### config.mk
export PLATFORM = sky130hd
export DESIGN_NAME = uart_tx_arbiter
export DESIGN_NICKNAME = d
export VERILOG_FILES = /design/src/rtl/uart_pkg.sv /design/src/rtl/rr_arbiter.sv /design/src/rtl/uart_tx_arbiter.sv
export SDC_FILE = /design/constraint.sdc
export NUM_CORES = 1
export LEC_CHECK = 0
export ABC_AREA = 1
export BUFFER_PORTS_ARGS = -buffer_cell sky130_fd_sc_hd__buf_2
export CORE_MARGIN = 4
export CORE_UTILIZATION = 30
export CTS_CLUSTER_SIZE = 25
export DETAILED_ROUTE_END_ITERATION = 8
export GPL_TIMING_DRIVEN = 0
export SKIP_LAST_GASP = 1
export SLEW_MARGIN = 20
export SYNTH_ARGS = -nofsm -noshare
export SYNTH_HDL_FRONTEND = slang
export SYNTH_HIERARCHICAL = 1
export SYNTH_SLANG_ARGS = --single-unit
### constraint.sdc
create_clock -name clk -period 1.85 [get_ports clk]
set_clock_uncertainty 0.05 [all_clocks]
set_input_delay 0.0925 -clock clk [delete_from_list [all_inputs] [get_ports clk]]
set_output_delay 0.0925 -clock clk [all_outputs]
set_load 0.01 [all_outputs]
### src/rtl/uart_pkg.sv
// uart_pkg: shared state type and constants for uart_tx_arbiter (HDR state exists only with UART_ARB_HEADER_EN)
package uart_pkg;
  localparam int UART_ARB_MAX_REQ = 16;
  localparam logic [3:0] UART_ARB_HDR_TAG = 4'hA;
  typedef enum logic [2:0] {
    ARB,
    SEND,
    ISSUE,
    WAIT_START,
    WAIT_DONE
`ifdef UART_ARB_HEADER_EN
    , HDR
`endif
  } uart_arb_state_t;
endpackage

### src/rtl/rr_arbiter.sv
// rr_arbiter: combinational one-hot round-robin picker starting the search at ptr_i
module rr_arbiter #(
  parameter int N  = 2,
  parameter int IW = $clog2(N)
) (
  input  logic [N-1:0]  req_i,
  input  logic [IW-1:0] ptr_i,
  output logic [N-1:0]  gnt_o,
  output logic [IW-1:0] idx_o
);
  logic [IW-1:0] lo, hi;
  logic          hit;
  // lowest request at or above ptr wins; otherwise wrap to the lowest request overall
  always_comb begin
    lo  = '0;
    hi  = '0;
    hit = 1'b0;
    for (int i = N - 1; i >= 0; i--) begin
      if (req_i[i]) lo = IW'(i);
      if (req_i[i] && i >= int'(ptr_i)) begin
        hi  = IW'(i);
        hit = 1'b1;
      end
    end
    idx_o = hit ? hi : lo;
    gnt_o = (|req_i) ? (N'(1) << idx_o) : '0;
  end
endmodule

### src/rtl/uart_tx_arbiter.sv
// uart_tx_arbiter: packet-locked round-robin sharing of one UART transmitter; UART_ARB_HEADER_EN prefixes each packet with {A,id}
module uart_tx_arbiter
  import uart_pkg::*;
#(
  parameter int N_REQ         = 2,
  parameter int START_TIMEOUT = 64
) (
  input  logic               clk,
  input  logic               rst,
  input  logic [N_REQ-1:0]   req_valid,
  input  logic [N_REQ*8-1:0] req_data,
  input  logic [N_REQ-1:0]   req_last,
  output logic [N_REQ-1:0]   req_ready,
  output logic [N_REQ-1:0]   grant,
  output logic               tx_data_valid,
  output logic [7:0]         tx_data,
  input  logic               tx_busy,
  input  logic               err_clr,
  output logic               timeout_err
);
  localparam int IW = $clog2(N_REQ);
  localparam int CW = $clog2(START_TIMEOUT);

  uart_arb_state_t  state_q;
  logic [IW-1:0]    ptr_q, gidx_q, pick_idx, ptr_nxt;
  logic [N_REQ-1:0] grant_q, pick_gnt;
  logic [CW-1:0]    cnt_q;
  logic [7:0]       tx_data_q;
  logic             last_q, tx_data_valid_q, timeout_err_q;
  logic             accept, tmo, done;

  rr_arbiter #(.N(N_REQ), .IW(IW)) u_rr (
    .req_i (req_valid),
    .ptr_i (ptr_q),
    .gnt_o (pick_gnt),
    .idx_o (pick_idx)
  );

  assign accept        = state_q == SEND && !tx_busy && req_valid[gidx_q];
  assign req_ready     = accept ? grant_q : '0;
  assign tmo           = state_q == WAIT_START && !tx_busy && cnt_q == CW'(START_TIMEOUT - 1);
  assign done          = (state_q == WAIT_DONE && !tx_busy) || tmo;
  assign ptr_nxt       = (gidx_q == IW'(N_REQ - 1)) ? '0 : gidx_q + IW'(1);
  assign grant         = grant_q;
  assign tx_data_valid = tx_data_valid_q;
  assign tx_data       = tx_data_q;
  assign timeout_err   = timeout_err_q;

  // arbitration FSM; the start counter is zeroed as a byte is issued so it counts cycles since tx_data_valid
  always_ff @(posedge clk) begin
    if (rst) begin
      state_q         <= ARB;
      ptr_q           <= '0;
      gidx_q          <= '0;
      grant_q         <= '0;
      tx_data_valid_q <= 1'b0;
      tx_data_q       <= '0;
      timeout_err_q   <= 1'b0;
      last_q          <= 1'b0;
      cnt_q           <= '0;
    end else begin
      tx_data_valid_q <= 1'b0;
      cnt_q           <= (&cnt_q) ? cnt_q : cnt_q + CW'(1);
      timeout_err_q   <= tmo ? 1'b1 : (err_clr ? 1'b0 : timeout_err_q);
      case (state_q)
        ARB: if (|req_valid) begin
          grant_q <= pick_gnt;
          gidx_q  <= pick_idx;
`ifdef UART_ARB_HEADER_EN
          state_q <= HDR;
`else
          state_q <= SEND;
`endif
        end
`ifdef UART_ARB_HEADER_EN
        HDR: begin
          tx_data_q       <= {UART_ARB_HDR_TAG, 4'(gidx_q)};
          last_q          <= 1'b0;
          cnt_q           <= '0;
          tx_data_valid_q <= 1'b1;
          state_q         <= ISSUE;
        end
`endif
        SEND: if (accept) begin
          tx_data_q       <= req_data[{gidx_q, 3'b000} +: 8];
          last_q          <= req_last[gidx_q];
          cnt_q           <= '0;
          tx_data_valid_q <= 1'b1;
          state_q         <= ISSUE;
        end
        ISSUE: state_q <= WAIT_START;
        default: if (state_q == WAIT_START && tx_busy) state_q <= WAIT_DONE;
        else if (done) begin
          if (last_q) begin
            ptr_q   <= ptr_nxt;
            grant_q <= '0;
            state_q <= ARB;
          end else state_q <= SEND;
        end
      endcase
    end
  end
endmodule

==> impl_metrics.py, run 1 <==
metrics = {
    "critical_path": {
        "worstPathArrival_ns": 1.52,
        "critPathSlowestCell": "dfxtp_1",
        "path_class": "register to primary output",
        "max_stage_delay_ns": 0.36,
        "start_kind": "register",
        "path_cells": "inv_1, nand3_2, nor2_2, inv_2, buf_6, nor2_1, buf_2",
        "required_ns": 1.71,
        "path_max_fanout": 10,
        "cp-end-kind": "primary output",
    },
    "place": {
        "place.port_buffers": 37,
        "gp_congestion": 0.840,
        "dp_hpwl_um": 2070,
        "dp_cells": 247,
        "postPlaceCellArea_mm2": 0.00147,
    },
    "clock_tree": {
        "path_clk_slew_ns": 0.08,
        "cts_buffer_depth": 2,
        "clock-root-buffer": "clkbuf_8",
        "cts_buffers": 3,
        "clock-sinks": 24,
        "cts_tree": "built",
        "htreeDepth": 1,
        "postCtsHoldBufs": 1,
        "insertion_delay_ns": 0.26,
        "ctsResizeCount": 0,
        "postCtsSetupBuffers": 0,
    },
    "yosys": {
        "syn-instance-count": 162,
        "synthArstFlopShare": 0,
        "synth_seq_cells": 24,
        "syn_area_mm2": 0.00122,
        "yosys_warnings": 6,
        "synth_cell_type_count": 23,
        "synth_flop_cell": "dfxtp_1",
        "synth_area_per_cell_um2": 7.53,
        "ys_seq_area_frac": 0.394,
        "synth_edf_count": 0,
        "syn_nets": 187,
    },
    "sta": {
        "rsz0062_at_grt": "no",
        "final_max_slew_viol_count": 0,
        "fin_crit_ns": 1.67,
        "report.final.hold_viol_count": 0,
        "period_share": 0.900,
        "worst_slew_pin_slew_ns": 0.270,
        "fmax_ghz": 0.600,
        "hold_ws_ns": 0.0276,
        "tns_ns": 0,
        "relSlewSlack": 0.820,
        "setup_viol": 0,
    },
    "power": {
        "p_per_area_mw_per_mm2": 1130,
        "pwr-share-seq": 0.411,
        "clock_power_share": 0.173,
        "p_sw_uw": 654,
        "switching_share": 0.381,
        "pwr-share-comb": 0.416,
        "total_power_mw": 1.72,
        "ir_worst_vdd_mv": 0.441,
        "leakagePower_nw": 0.724,
        "intPower_mw": 1.06,
    },
    "cells_and_area": {
        "design_area_mm2": 0.00152,
        "nets": 230,
        "seqCellArea_um2": 480,
        "layout-drive-gt1-share": 0.296,
        "syn_to_final_growth_pct": 24.3,
        "nFillCells": 404,
        "multi_input_area_um2": 627,
        "final_cell_count_no_fill": 251,
        "diodes": 0,
    },
    "global_route": {
        "grt_max_degree": 13,
        "grt_antenna_before_repair": 0,
        "grt_overflow": 0,
        "grt_pass1_wl_um": 4570,
        "grt_pass1_vias": 1059,
        "grt_usage": 0.109,
    },
    "routing": {
        "vias": 1123,
        "first_pass_iters": 4,
        "vias_per_cell": 4.47,
        "drt-wirelength-per-cell_um": 10.3,
        "drt_iter0_markers": 47,
        "finalWirelength_um": 2580,
        "drc": 0,
        "drtAntennaViolNets": 0,
    },
    "run_status": {
        "run_status": "finished clean",
    },
    "floorplanning": {
        "dieArea_mm2": 0.00515,
        "placementRows": 22,
        "core-area_mm2": 0.00380,
        "die_w_um": 71.8,
        "die_h_um": 71.8,
        "io_pins": 38,
        "initial_core_util": 0.321,
    },
    "worst_hold_path": {
        "holdCritPathClass": "input port to register",
    },
    "run": {
        "max_cap_violations": 0,
    },
}
==> state kept, by name (all words and copies together), names as in the netlist <==
register and flops:
tx_data 8, cnt_q 6, state_q 3, grant 2
gidx_q 1, last_q 1, ptr_q 1, timeout_err 1
tx_data_valid 1
==> through the flow <==
step                       util  setup WS [ns]
after floorplan               -          0.498
after global placement    0.386          0.334
after detailed placement  0.386          0.333
after CTS                 0.399          0.171
after global routing      0.399         0.0670
final                     0.399          0.184
==> cells in the final DEF (no fill, tap or decap), drive strengths merged <==
cell          n
nand4         2
a211oi        1
dlygate4sd3   1
nand2        30
clkbuf        3
o21ai        12
nor2         22
o31ai         1
xor2          2
mux2i         9
inv          21
o22ai         2
a21oi        11
ha            1
nor3          1
dfxtp        24
nand3        20
buf          40
==> Yosys cell counts (3+ instances only) <==
cell,n,share of area
mux2i_1,9,0.074
inv_2,3,0.0092
inv_1,18,0.055
nand3_1,17,0.070
o21ai_0,3,0.012
a21oi_1,10,0.041
nand2_1,23,0.071
nand2_2,7,0.036
nor2_1,20,0.062
o21ai_1,9,0.037
dfxtp_1,24,0.39
nand3_2,3,0.025
buf_6,3,0.028
==> kinds of logic (layout without fill, tap and decap cells) <==
logic type,count (synthesis),in the layout,share of synthesized area
adders and majority gates,1,1,0.0103
muxes,9,9,0.0738
DFF,24,24,0.394
AOI/OAI and AO/OA,27,27,0.120
buffers and inverters,24,65,0.0923
and+or+nand+nor,75,75,0.295
xor gates and xnor gates,2,2,0.0144
==> routing by layer <==
layer / part of all wire / global-route usage / vias to the layer above
li1: - / - / 615
met1: 0.52 / 0.150 / 469
met2: 0.40 / 0.161 / 34
met3: 0.057 / 0.0238 / 5
met4: 0.020 / 0.0501 / 0
met5: 0 / 0 / -
==> power groups by stage <==
stage                     logic [mW]  clock network (mW)  registers (mW)
after floorplan                0.526                   0           0.727
after global placement         0.711                   0           0.716
after detailed placement       0.718                   0           0.719
after CTS                      0.721               0.311           0.707
after global routing           0.817               0.328           0.726
final                          0.714               0.297           0.705
==> worst paths after layout <==
path,from,endpoint,slack [ns],depth (start not counted)
worst max-delay path,state_q[1],req_ready[0],0.18,7
worst min-delay path,err_clr,timeout_err,0.03,4
worst max register to register,cnt_q[0],grant[1],0.34,8
worst min register to register,timeout_err,timeout_err,0.41,2
==> area by class of cell <==
type | count | share of cell area
inverter | 21 | 0.0520
buffer | 3 | 0.0223
multi-input combinational | 114 | 0.413
timing repair buffer | 38 | 0.129
sequential | 24 | 0.317
clock buffer | 3 | 0.0272
tap | 48 | 0.0396
==> critical path, delay by kind of cell (launching register included) <==
| kind | cells | cell delay, ns |
|---|---|---|
| and+or+nand+nor | 3 | 0.40 |
| buffers and inverters | 4 | 0.49 |
| DFF | 1 | 0.36 |
Note: power is estimated with default switching activity, not from simulation.
==> run 2, diff against run 1 <==
- CORE_UTILIZATION: 30 -> 25
==> run 2 against run 1 <==
Net effect: register-to-register slack got worse by 0.04 ns; sequential cell count is the same; core utilization shrank 6.7 points; critical path type unchanged; highest routed layer unchanged.
==> impl_metrics.py, run 2 (synthesis results as in run 1) <==
metrics = {
    "critical_path": {
        "path_max_fanout": 10,
        "start_kind": "register",
        "path_class": "register to primary output",
        "cp-end-kind": "primary output",
        "required_ns": 1.71,
        "worstPathArrival_ns": 1.54,
    },
    "place": {
        "gp_congestion": 0.826,
        "dp_slack_ns": 0.313,
        "place.port_buffers": 37,
        "dp_hpwl_um": 2130,
        "dp_cells": 266,
    },
    "routing": {
        "drtAntennaViolNets": 0,
        "vias_per_cell": 4.20,
        "first_pass_iters": 4,
        "finalWirelength_um": 2650,
        "drt_iter0_markers": 86,
        "drc": 0,
        "drt-wirelength-per-cell_um": 9.77,
        "vias": 1137,
    },
    "sta": {
        "period_share": 0.910,
        "worst_slack_ns": 0.166,
        "fmax_ghz": 0.594,
        "final_max_slew_viol_count": 0,
        "setup_viol": 0,
        "fin_crit_ns": 1.68,
        "relSlewSlack": 0.826,
        "rsz0062_at_grt": "no",
        "report.final.hold_viol_count": 0,
        "tns_ns": 0,
        "worst_slew_pin_slew_ns": 0.260,
    },
    "power": {
        "ir_worst_vdd_mv": 0.638,
        "intPower_mw": 1.21,
        "pwr-share-comb": 0.382,
        "p_sw_uw": 671,
        "p_per_area_mw_per_mm2": 1200,
        "pwr-share-seq": 0.375,
        "clock_power_share": 0.243,
        "switching_share": 0.358,
        "leakagePower_nw": 0.738,
    },
    "cells_and_area": {
        "final_common_cell": "buf_2",
        "nets": 230,
        "layout-drive-gt1-share": 0.299,
        "most-common-layout-cells": "buf_2 (37), dfxtp_1 (24), nand2_1 (23), nor2_1 (20), inv_1 (18)",
        "nFillCells": 513,
        "largest_reg_flops": 8,
        "syn_to_final_growth_pct": 28.7,
        "diodes": 0,
        "final_cell_count_no_fill": 271,
    },
    "clock_tree": {
        "postCtsHoldBufs": 1,
        "cts_buffers": 3,
        "clock-sinks": 24,
        "htreeDepth": 1,
        "cts_tree": "built",
        "ctsResizeCount": 0,
        "cts_buffer_depth": 2,
        "insertion_delay_ns": 0.26,
        "path_clk_slew_ns": 0.09,
        "clock-root-buffer": "clkbuf_8",
        "postCtsSetupBuffers": 0,
    },
    "run": {
        "max_cap_violations": 0,
    },
    "global_route": {
        "grt_overflow": 0,
        "grt_max_degree": 15,
        "grt_pass1_vias": 1069,
        "grt_antenna_before_repair": 0,
        "grt_pass1_wl_um": 4640,
        "grt_usage": 0.0922,
    },
    "run_status": {
        "run_status": "finished clean",
    },
    "floorplanning": {
        "placementRows": 25,
        "io_pins": 38,
        "core-area_mm2": 0.00472,
        "die_w_um": 77.9,
        "die_h_um": 77.9,
        "initial_core_util": 0.258,
        "dieArea_mm2": 0.00606,
    },
    "worst_hold_path": {
        "holdCritPathClass": "input port to register",
    },
}
==> run 2: cell types whose count changed in the layout (fill, tap and decap cells not counted) <==
cell and change:
bufinv_16 +1
==> run 2: power by group through the flow <==
stage                     registers, mW  clock network, mW  logic, mW
after global placement            0.716                  0      0.709
after global routing              0.719              0.498      0.811
after CTS                         0.705              0.477      0.727
after detailed placement          0.717                  0      0.719
after floorplan                   0.727                  0      0.526
final                             0.703              0.457      0.717
==> run 2: critical path: stages (launching register included) <==
cell	delay, ns
dfxtp_1	0.36
inv_1	0.15
nand3_2	0.13
nor2_2	0.21
inv_2	0.08
buf_6	0.14
nor2_1	0.07
buf_2	0.13
==> run 2: cell type report <==
type                    count  area [um^2]  share of cell area
repair buffers             38          195               0.124
inverters                  21         78.8              0.0502
clock buffers               3         41.3              0.0263
multi-input cells         114          627               0.399
well taps                  67         83.8              0.0534
clock inverters             1         30.0              0.0191
flip-flops and latches     24          480               0.306
plain buffers               3         33.8              0.0215
==> run 2: stage by stage <==
stage,power (mW),utilization,area [um^2],hold WS (ns)
final,1.88,0.332,1570,0.0248
after global routing,2.03,0.332,1570,0.0200
after CTS,1.91,0.332,1570,0.0204
after detailed placement,1.44,0.315,1490,0.287
after global placement,1.42,0.315,1490,0.290
after floorplan,1.25,-,1220,0.112
==> run 2: per-layer routing <==
metal | up-vias | global-route usage | share of wire
met4 | 0 | 0.0107 | 0.0053
met3 | 2 | 0.0348 | 0.063
met1 | 490 | 0.122 | 0.48
met2 | 29 | 0.146 | 0.45
li1 | 616 | - | -
met5 | - | 0 | 0
==> run 2: path summary, 6_finish.rpt <==
path                  end  slack, ns         from  depth (start not counted)
max reg2reg      grant[0]       0.30     cnt_q[0]                          8
max          req_ready[1]       0.17   state_q[1]                          7
min reg2reg   timeout_err       0.42  timeout_err                          2
min           timeout_err       0.02      err_clr                          4
